===== config.mk =====
export PLATFORM = sky130hd
export DESIGN_NAME = freq_autorange_ctrl
export DESIGN_NICKNAME = d
export VERILOG_FILES = /design/src/rtl/freq_ctrl_pkg.sv /design/src/rtl/freq_ctrl_timer.sv /design/src/rtl/freq_autorange_ctrl.sv
export SDC_FILE = /design/constraint.sdc
export NUM_CORES = 1
export LEC_CHECK = 0
export ABC_AREA = 1
export CORE_MARGIN = 2
export CORE_UTILIZATION = 49
export DETAILED_ROUTE_END_ITERATION = 8
export HOLD_SLACK_MARGIN = 0.02
export PLACE_DENSITY = 0.85
export SLEW_MARGIN = 40
export SYNTH_ARGS = -nofsm -noshare
export SYNTH_HDL_FRONTEND = slang
export SYNTH_SLANG_ARGS = --single-unit

===== constraint.sdc =====
create_clock -name sys_clk -period 1.85 [get_ports sys_clk]
set_input_delay 0.2775 -clock sys_clk [delete_from_list [all_inputs] [get_ports sys_clk]]
set_output_delay 0.2775 -clock sys_clk [all_outputs]
set_load 0.01 [all_outputs]

===== src/rtl/freq_ctrl_pkg.sv =====
// rtl/freq_ctrl_pkg.sv - shared state type, range constants and range helper functions for the measurement scheduler
package freq_ctrl_pkg;

   typedef enum logic [2:0] {
      ST_IDLE,
      ST_ARM,
      ST_MEASURE,
      ST_EVAL,
      ST_HOLD
   } state_t;

   localparam int RANGE_W       = 2;
   localparam int NUM_RANGES    = 4;
   localparam int DEF_HI_THRESH = 999999;
   localparam int DEF_LO_THRESH = 100000;

   // Gate code is one-hot in the range: 1 ms, 10 ms, 100 ms, 1 s.
   function automatic logic [7:0] gate_code(input logic [RANGE_W-1:0] r);
      return 8'h01 << r;
   endfunction

   // Display unit is kHz, so the decimal point moves one digit per decade of gate.
   function automatic logic [5:0] dot_code(input logic [RANGE_W-1:0] r);
      return 6'b000001 << r;
   endfunction

endpackage


===== src/rtl/freq_ctrl_timer.sv =====
// rtl/freq_ctrl_timer.sv - loadable down-counter with zero flag, shared by the settle, hold and watchdog intervals
module freq_ctrl_timer #(
   parameter int W = 32
) (
   input  logic         sys_clk,
   input  logic         sys_rst,
   input  logic         load_i,
   input  logic [W-1:0] load_val_i,
   output logic         zero_o
);

   logic [W-1:0] count_q;

   // Load on state entry, otherwise count down and park at zero
   always_ff @(posedge sys_clk or negedge sys_rst) begin
      if (!sys_rst) begin
         count_q <= '0;
      end else if (load_i) begin
         count_q <= load_val_i;
      end else if (count_q != '0) begin
         count_q <= count_q - W'(1);
      end
   end

   assign zero_o = (count_q == '0);

endmodule


===== src/rtl/freq_autorange_ctrl.sv =====
// rtl/freq_autorange_ctrl.sv - auto-ranging gated measurement scheduler; define FREQ_TIMEOUT_EN to add the MEASURE watchdog
import freq_ctrl_pkg::*;

module freq_autorange_ctrl #(
   parameter int CNT_W       = 24,
   parameter int HI_THRESH   = DEF_HI_THRESH,
   parameter int LO_THRESH   = DEF_LO_THRESH,
   parameter int SETTLE_CYC  = 16,
   parameter int HOLD_CYC    = 5000000,
   parameter int TIMEOUT_CYC = 60000000
) (
   input  logic             sys_clk,
   input  logic             sys_rst,
   input  logic             run,
   input  logic             manual_mode,
   input  logic [1:0]       manual_range,
   input  logic             meas_done,
   input  logic [CNT_W-1:0] meas_count,
   output logic             meas_oe,
   output logic [7:0]       gate_time,
   output logic [CNT_W-1:0] result,
   output logic [1:0]       result_range,
   output logic [5:0]       dot_sel,
   output logic             result_valid,
   output logic             overrange,
   output logic             timeout,
   output logic             busy
);

   localparam logic [CNT_W-1:0]   HI_C      = CNT_W'(HI_THRESH);
   localparam logic [CNT_W-1:0]   LO_C      = CNT_W'(LO_THRESH);
   localparam logic [RANGE_W-1:0] RANGE_MAX = RANGE_W'(NUM_RANGES - 1);
   localparam logic [31:0]        SETTLE_V  = 32'(SETTLE_CYC - 1);
   localparam logic [31:0]        HOLD_V    = 32'(HOLD_CYC - 1);
   localparam logic [31:0]        TMO_V     = 32'(TIMEOUT_CYC - 1);

   state_t             state_q, state_d;
   logic [RANGE_W-1:0] range_q, range_d;
   logic [CNT_W-1:0]   count_q;
   logic               meas_oe_q;
   logic [7:0]         gate_time_q;
   logic [CNT_W-1:0]   result_q;
   logic [1:0]         result_range_q;
   logic [5:0]         dot_sel_q;
   logic               result_valid_q, overrange_q, timeout_q, busy_q;

   logic               tmr_load, tmr_zero;
   logic [31:0]        tmr_val;
   logic               arm_entry, pub, pub_ovr, pub_tmo;
   logic               cnt_hi, cnt_lo;

   assign cnt_hi = (count_q > HI_C);
   assign cnt_lo = (count_q < LO_C);

   freq_ctrl_timer #(.W(32)) u_timer (
      .sys_clk    (sys_clk),
      .sys_rst    (sys_rst),
      .load_i     (tmr_load),
      .load_val_i (tmr_val),
      .zero_o     (tmr_zero)
   );

   // Next state, range stepping, publish decision and timer reloads
   always_comb begin
      state_d   = state_q;
      range_d   = range_q;
      tmr_load  = 1'b0;
      tmr_val   = '0;
      pub       = 1'b0;
      pub_ovr   = 1'b0;
      pub_tmo   = 1'b0;
      arm_entry = 1'b0;
      if (!run) begin
         // Abort outranks everything, including a coincident meas_done.
         state_d = ST_IDLE;
      end else begin
         case (state_q)
            ST_IDLE: state_d = ST_ARM;
            ST_ARM: begin
               if (tmr_zero) begin
                  state_d  = ST_MEASURE;
                  tmr_load = 1'b1;
                  tmr_val  = TMO_V;
               end
            end
            ST_MEASURE: begin
               if (meas_done) begin
                  state_d = ST_EVAL;
               end
`ifdef FREQ_TIMEOUT_EN
               else if (tmr_zero) begin
                  pub     = 1'b1;
                  pub_tmo = 1'b1;
               end
`endif
            end
            ST_EVAL: begin
               if (manual_mode) begin
                  pub     = 1'b1;
                  pub_ovr = cnt_hi;
               end else if (cnt_hi && range_q != '0) begin
                  range_d = range_q - RANGE_W'(1);
                  state_d = ST_ARM;
               end else if (cnt_hi) begin
                  pub     = 1'b1;
                  pub_ovr = 1'b1;
               end else if (cnt_lo && range_q != RANGE_MAX) begin
                  range_d = range_q + RANGE_W'(1);
                  state_d = ST_ARM;
               end else begin
                  pub = 1'b1;
               end
            end
            ST_HOLD: begin
               if (tmr_zero) begin
                  state_d = ST_ARM;
               end
            end
            default: state_d = ST_IDLE;
         endcase
      end
      if (pub) begin
         state_d  = ST_HOLD;
         tmr_load = 1'b1;
         tmr_val  = HOLD_V;
      end
      if (state_d == ST_ARM && state_q != ST_ARM) begin
         // Manual range is only sampled here, so switch changes apply at the next arm.
         arm_entry = 1'b1;
         if (manual_mode) begin
            range_d = manual_range;
         end
         tmr_load = 1'b1;
         tmr_val  = SETTLE_V;
      end
   end

   // State register and all registered outputs
   always_ff @(posedge sys_clk or negedge sys_rst) begin
      if (!sys_rst) begin
         state_q        <= ST_IDLE;
         range_q        <= RANGE_MAX;
         count_q        <= '0;
         meas_oe_q      <= 1'b0;
         gate_time_q    <= 8'h08;
         result_q       <= '0;
         result_range_q <= '0;
         dot_sel_q      <= 6'b000001;
         result_valid_q <= 1'b0;
         overrange_q    <= 1'b0;
         timeout_q      <= 1'b0;
         busy_q         <= 1'b0;
      end else begin
         state_q        <= state_d;
         range_q        <= range_d;
         busy_q         <= (state_d != ST_IDLE);
         meas_oe_q      <= (state_d == ST_MEASURE);
         result_valid_q <= pub;
         if (arm_entry) begin
            gate_time_q <= gate_code(range_d);
         end
         if (state_q == ST_MEASURE && state_d == ST_EVAL) begin
            count_q <= meas_count;
         end
         if (pub) begin
            result_q       <= pub_tmo ? '0 : count_q;
            result_range_q <= range_q;
            dot_sel_q      <= dot_code(range_q);
            overrange_q    <= pub_ovr;
            timeout_q      <= pub_tmo;
         end
      end
   end

   assign meas_oe      = meas_oe_q;
   assign gate_time    = gate_time_q;
   assign result       = result_q;
   assign result_range = result_range_q;
   assign dot_sel      = dot_sel_q;
   assign result_valid = result_valid_q;
   assign overrange    = overrange_q;
   assign timeout      = timeout_q;
   assign busy         = busy_q;

endmodule


# == Yosys cells after proc, flatten, opt, wreduce, memory -nomap -nowiden ==
# Index checks and enable logic that the tools add are counted.
# word_totals
output_inout_bits,45
regBits,105
word_cells,80
# op_classes
magnitude_cmp,2
reduce_logical,10
eq_ne,9
mux,42
add_sub_neg,3
shifts,2
# op_table
op,count
2-to-1 mux 32 bit,4
2-to-1 mux 26 bit,3
logical NOT 32 bit,1
nonzero test 32 bit,1
"subtractor 32 x 1 -> 32 bit, second input constant",1
2-to-1 mux 3 bit,9
"> comparator 24 x 20 -> 1 bit, second input constant",1
"less-than comparator 24 x 17 -> 1 bit, second input constant",1
2-to-1 mux 1 bit,17
2-to-1 mux 2 bit,8
one-hot mux 3 bit (5 select lines),1
"== test 3 x 2 -> 1 bit, second input constant",4
"left shift 1 x 2 -> 8 bit, first input constant",1
"== test 3 x 1 -> 1 bit, second input constant",2
"left shift 1 x 2 -> 6 bit, first input constant",1
logical AND 1 bit,4
nonzero test 2 bit,2
"== test 3 bit, second input constant",1
logical NOT 3 bit,1
"inequality test 3 x 1 -> 1 bit, second input constant",1
nonzero test 3 bit,1
"adder 2 x 1 -> 2 bit, second input constant",1
"inequality test 2 bit, second input constant",1
"subtractor 2 x 1 -> 2 bit, second input constant",1

# == Logic depth before layout (Yosys ltp) ==
# depth
ltp_word,13
mapped_depth,18

# == By module ==
# A second synthesis with hierarchy kept.
# hier_totals
hier_cells,684
hier_area_um2,5312.6
# by_module_without_submodules
mod,seq_area_each_um2,cells_each,area_each_um2,n_inst
freq_autorange_ctrl,1681.6,357,3113.0,1
freq_ctrl_timer,800.8,327,2199.6,1

# == Worst setup path after synthesis ==
# OpenSTA, ideal clock, no wires.
# synth_path
kind,flip-flop to flip-flop
start,register u_timer.count_q[0]
end,register u_timer.count_q[8]
path_stages_with_launch,16
arrival_ns,1.881
setup_slack_ns,-0.160
setup_ns,0.129
synth_period_minus_slack_ns,2.010
cell_sequence,dfrtp_1 -> inv_1 -> ha_1 -> inv_1 -> nor2_1 -> nand4_1 -> nor2_2 -> a21oi_1 -> a21oi_2 -> nand3_2 -> nand2_1 -> buf_6 -> inv_4 -> buf_6 -> nand2_1 -> a21oi_1
# synth_via
elab_chain_cells,9
# synth_lines
element,line,source
from (decl),freq_ctrl_timer.sv:12,logic [W-1:0] count_q;
from (signal assigned),freq_ctrl_timer.sv:19,count_q <= load_val_i;
from (signal assigned),freq_ctrl_timer.sv:21,count_q <= count_q - W'(1);
logical NOT 32 bit,freq_ctrl_timer.sv:25,assign zero_o = (count_q == '0);
"2-to-1 mux 3 bit, on equally long branches","freq_autorange_ctrl.sv:115, freq_autorange_ctrl.sv:80",
one-hot mux 3 bit (5 select lines),freq_autorange_ctrl.sv:77,case (state_q)
2-to-1 mux 3 bit,freq_autorange_ctrl.sv:73,if (!run) begin
2-to-1 mux 3 bit,freq_autorange_ctrl.sv:122,if (pub) begin
== test 3 x 1 -> 1 bit,freq_autorange_ctrl.sv:127,if (state_d == ST_ARM && state_q != ST_ARM) begin
logical AND 1 bit,freq_autorange_ctrl.sv:127,
2-to-1 mux 32 bit or 2-to-1 mux 1 bit (tied branches),freq_autorange_ctrl.sv:127,
2-to-1 mux 32 bit or nonzero test 2 bit (tied branches),-,
# Several ways; a longest one is shown, not always the timed one. The select of a mux whose other input is x is not followed.
# A chain may end at the register's enable or synchronous reset.

# == Final worst setup path ==
# layout_path
start,register count_q[21]
end,register u_timer.count_q[4]
# layout_via
elab_chain_cells,13
# layout_lines
element,line,source
from (decl),freq_autorange_ctrl.sv:39,logic [CNT_W-1:0] count_q;
from (signal assigned),freq_autorange_ctrl.sv:163,count_q <= meas_count;
less-than comparator 24 x 17 -> 1 bit,freq_autorange_ctrl.sv:53,assign cnt_lo = (count_q < LO_C);
logical AND 1 bit,freq_autorange_ctrl.sv:107,end else if (cnt_lo && range_q != RANGE_MAX) begin
2-to-1 mux 3 bit or 2-to-1 mux 1 bit (tied branches),freq_autorange_ctrl.sv:107,
2-to-1 mux 3 bit or 2-to-1 mux 1 bit (tied branches),freq_autorange_ctrl.sv:104,end else if (cnt_hi) begin
2-to-1 mux 3 bit or 2-to-1 mux 1 bit (tied branches),freq_autorange_ctrl.sv:101,end else if (cnt_hi && range_q != '0) begin
2-to-1 mux 3 bit or 2-to-1 mux 1 bit (tied branches),freq_autorange_ctrl.sv:98,if (manual_mode) begin
one-hot mux 3 bit (5 select lines) or 2-to-1 mux 1 bit (tied branches),freq_autorange_ctrl.sv:77,
2-to-1 mux 3 bit or 2-to-1 mux 1 bit (tied branches),freq_autorange_ctrl.sv:73,
2-to-1 mux 3 bit,freq_autorange_ctrl.sv:122,
== test 3 x 1 -> 1 bit,freq_autorange_ctrl.sv:127,
logical AND 1 bit,freq_autorange_ctrl.sv:127,
2-to-1 mux 32 bit or 2-to-1 mux 1 bit (tied branches),freq_autorange_ctrl.sv:127,
2-to-1 mux 32 bit or nonzero test 2 bit (tied branches),-,
# Several ways; a longest one is shown, not always the timed one.

==> results_dict.tcl <==
set metrics [dict create \
    initial_core_util_pct 50.2 \
    rsz0062_at_grt "true" \
    path_common_cell "nand2_1" \
    drc 0 \
    cts_tree "built" \
    root_buffer "clkbuf_8" \
    p_per_area_nw_per_um2 788 \
    met1_usage_pct 33.8 \
    path_clk_slew_ns 0.11 \
    grt_pass1_vias 5315 \
    hpwlAfterDp_um 9380 \
    ys_ff_latch 99 \
    viasPerCell 5.94 \
    min_path_type "in2async" \
    max_cap_viol_count 0 \
    cp_slowest_cell "dfrtp_1" \
    placeableCoreArea_um2 9730 \
    grt_use_met3_pct 4.53 \
    p_sw_share_pct 35.9 \
    worstPathRequired_ns 2.12 \
    power_frac_seq_pct 40.9 \
    setup-violations-final 98 \
    critical-path-top-delay-family "simple AND/OR/NAND/NOR gates" \
    critPathKind "reg2reg" \
    die_w_um 104 \
    synth_area_per_cell_um2 8.06 \
    ios 76 \
    synth_edf_count 0 \
    ir_worst_vdd_mv 0.520 \
    cp.arrival_ns 2.81 \
    p_int_uw 4000 \
    critical_path.cell_chain "inv_1 -> nand2_1 -> nor2_2 -> nand2_1 -> nor2_1 -> nand2_1 -> nand3_2 -> nand3_2 -> nand2_4 -> nand2_4 -> nand2_8 -> nand3_4 -> buf_4 -> a31oi_2 -> inv_1" \
    drtIter0Drc 578 \
    hold_ws_ns 0.316 \
    fin_crit_ns 2.54 \
    netlist_area_um2 4880 \
    nNetsFinal 865 \
    r2r_setup_slack_ns -0.69 \
    grt_max_degree 54 \
    clock_skew_ns 0.0190 \
    area_growth_syn_to_layout_pct 62.2 \
    rows 36 \
    antenna_found_initial 1 \
    post_drt_wl_per_cell_um 21.0 \
    period_share_pct 137 \
    fin_ws_ns -0.688 \
    htreeDepth 3 \
    nFillCells 501 \
    grtUsageMet2_pct 52.6 \
    grt_usage_pct 29.2 \
    synth_warnings 0 \
    p_leak_uw 0.00394 \
    synth_cells 606 \
    r2r_end "u_timer.count_q[4]" \
    ant_nets 0 \
    gp_congestion 0.885 \
    drtPass1Iterations 7 \
    seq_area_um2 2480 \
    die_area_um2 10800 \
    die_h_um 104 \
    clk_latency_ns 0.39 \
    cts_buffers 9 \
    reg2reg_from "count_q[21]" \
    synth-seq-area-share_pct 50.8 \
    cp_num_buf_inv 3 \
    multi_input_area_um2 2700 \
    crit_path_end_kind "flip-flop" \
    max_freq_ghz 0.394 \
    path_max_fanout 7 \
    port_buffers 68 \
    tightest_slew_ns 0.676 \
    grt_pass1_wl_um 25200 \
    worst-r2r-cell-count 15 \
    slowest_delay_ns 0.42 \
    p_clk_share_pct 23.6 \
    status "finished, violations left" \
    cp-start-kind "flip-flop" \
    finalHoldViolations 0 \
    p_switching_uw 2240 \
    fin_util_pct 81.4 \
    synth-async-reset-ratio_pct 100 \
    synth-main-ff-cell "dfrtp_1" \
    overflow 0 \
    drive_gt1_share_pct 42.0 \
    ys_types 33 \
    grt_most_used_layer "met2" \
    routed_wl_um 20300 \
    clockBufferDepth 2 \
    cts.sinks 99 \
    failed_checks "setup timing" \
    power_frac_comb_pct 35.5 \
    max-slew-margin-rel_pct 54.5 \
    vias 5740 \
    finalMaxSlewViolations 0 \
]
## layer usage
| metal | vias up | wire (um) |
|---|---|---|
| li1 | 2333 | - |
| met4 | 0 | 1720 |
| met5 | - | 0 |
| met2 | 492 | 9940 |
| met3 | 190 | 1690 |
| met1 | 2725 | 6960 |
## state kept, by name, indices dropped and copies added (netlist names)
register	cells
meas_oe	1
result_range	2
dot_sel	4
busy	1
count_q	24
range_q	2
result_valid	1
u_timer.count_q	32
overrange	1
gate_time	4
state_q	3
result	24
## metrics by stage
stage          setup TNS (ns)  cell area (um2)  setup WS [ns]  instances  total power (uW)
2_1_floorplan           -2.11             4950        -0.0883        612              3340
3_3_place_gp            -9.62             6590         -0.164        912              4080
3_5_place_dp           -18.74             6590         -0.325        912              4160
4_1_cts                -11.13             7290         -0.192        949              5710
5_1_grt                -56.70             7920         -0.721        966              6440
6_report               -52.96             7920         -0.688        967              6240
## power by group through the flow
stage / clock network, uW / registers (uW) / logic (uW)
2_1_floorplan: 0 / 2560 / 781
3_3_place_gp: 0 / 2530 / 1550
3_5_place_dp: 0 / 2540 / 1620
4_1_cts: 1420 / 2500 / 1790
5_1_grt: 1540 / 2560 / 2340
6_report: 1480 / 2550 / 2220
## logic make-up after synthesis
family	share of synthesized area, %
adder cells (fa/ha/maj)	1.54
other	0.0768
AND/OR/NAND/NOR	27.5
buffers and inverters	7.79
AO/OA/AOI/OAI	7.41
flip-flops	50.8
XOR/XNOR	4.84
## worst max path at each step
| stage | start | end | slack (ns) | cells past startpoint |
|---|---|---|---|---|
| 6_report | count_q[21] | u_timer.count_q[4] | -0.69 | 15 |
| 5_1_grt | count_q[21] | u_timer.count_q[4] | -0.72 | 15 |
| 4_1_cts | u_timer.count_q[0] | u_timer.count_q[17] | -0.19 | 13 |
| 3_5_place_dp | count_q[6] | result[16] | -0.32 | 14 |
| 3_3_place_gp | count_q[6] | result[16] | -0.16 | 14 |
| 2_1_floorplan | u_timer.count_q[0] | u_timer.count_q[8] | -0.09 | 15 |
## placed cells by master (no fill, tap or decap), types with 4 or more instances in the layout
cell             synthesis  layout
o21ai_1                  0       7
nand3_1                 28      21
nand2_1                177     123
inv_2                    3      10
nor3_2                   0       5
nor2_2                   7      31
buf_8                    0       4
clkinvlp_4               0       4
a21oi_1                 35      16
a21oi_2                  2      20
buf_12                   0       9
nor3_1                  11       4
o21ai_2                  0      15
nand4_1                  8       8
buf_4                    7     131
nand3_2                  3       8
buf_6                    4      12
nor2_1                  81      48
dfstp_2                  4       4
ha_1                     6       4
nand2_2                  3      33
clkdlybuf4s50_1          0      67
clkbuf_8                 0       9
nand2_4                  0      22
dfrtp_1                 95      95
xor2_1                  13      13
conb_1                   1       7
xnor2_1                 14      14
nor2_4                   1      10
inv_1                   54      44
## layout make-up
cell class	instances	area share, %
antenna	1	0.0316
clock buffer	10	1.61
clock inverter	6	0.822
inverter	59	3.03
multi-input combinational	430	34.1
sequential	99	31.3
tap	133	2.10
timing repair buffer	227	26.7
timing repair inverter	2	0.190
## what timing repair did
| item | in CTS | in global routing |
|---|---|---|
| hold endpoints to repair | 18 | 0 |
| buffers inserted | 16 | 18 |
| resized for setup | 100 | 142 |
| hold buffers | 1 | 0 |
| pin swaps | 13 | 36 |
| gates cloned | 5 | 4 |
| endpoints found under the setup margin | 97 | 98 |
## cells in the mapped netlist, types with 2 or more instances
| cell type | n | area share, % |
|---|---|---|
| nand3_1 | 28 | 2.9 |
| nand2_2 | 3 | 0.38 |
| nand3_2 | 3 | 0.62 |
| buf_6 | 4 | 0.92 |
| inv_2 | 3 | 0.23 |
| o211ai_1 | 2 | 0.31 |
| xnor2_1 | 14 | 2.5 |
| buf_2 | 8 | 0.82 |
| clkbuf_1 | 4 | 0.31 |
| nor3_1 | 11 | 1.1 |
| o21ai_0 | 24 | 2.5 |
| inv_1 | 54 | 4.2 |
| nand2_1 | 177 | 14 |
| xor2_1 | 13 | 2.3 |
| nor2_2 | 7 | 0.90 |
| buf_4 | 7 | 1.1 |
| nor2_1 | 81 | 6.2 |
| dfstp_2 | 4 | 2.2 |
| a31oi_1 | 3 | 0.38 |
| ha_1 | 6 | 1.5 |
| a21oi_2 | 2 | 0.36 |
| a21oi_1 | 35 | 3.6 |
| nand4_1 | 8 | 1.0 |
| dfrtp_1 | 95 | 49 |
| a21boi_0 | 2 | 0.31 |
No activity file was read; power rests on OpenSTA's default activity.
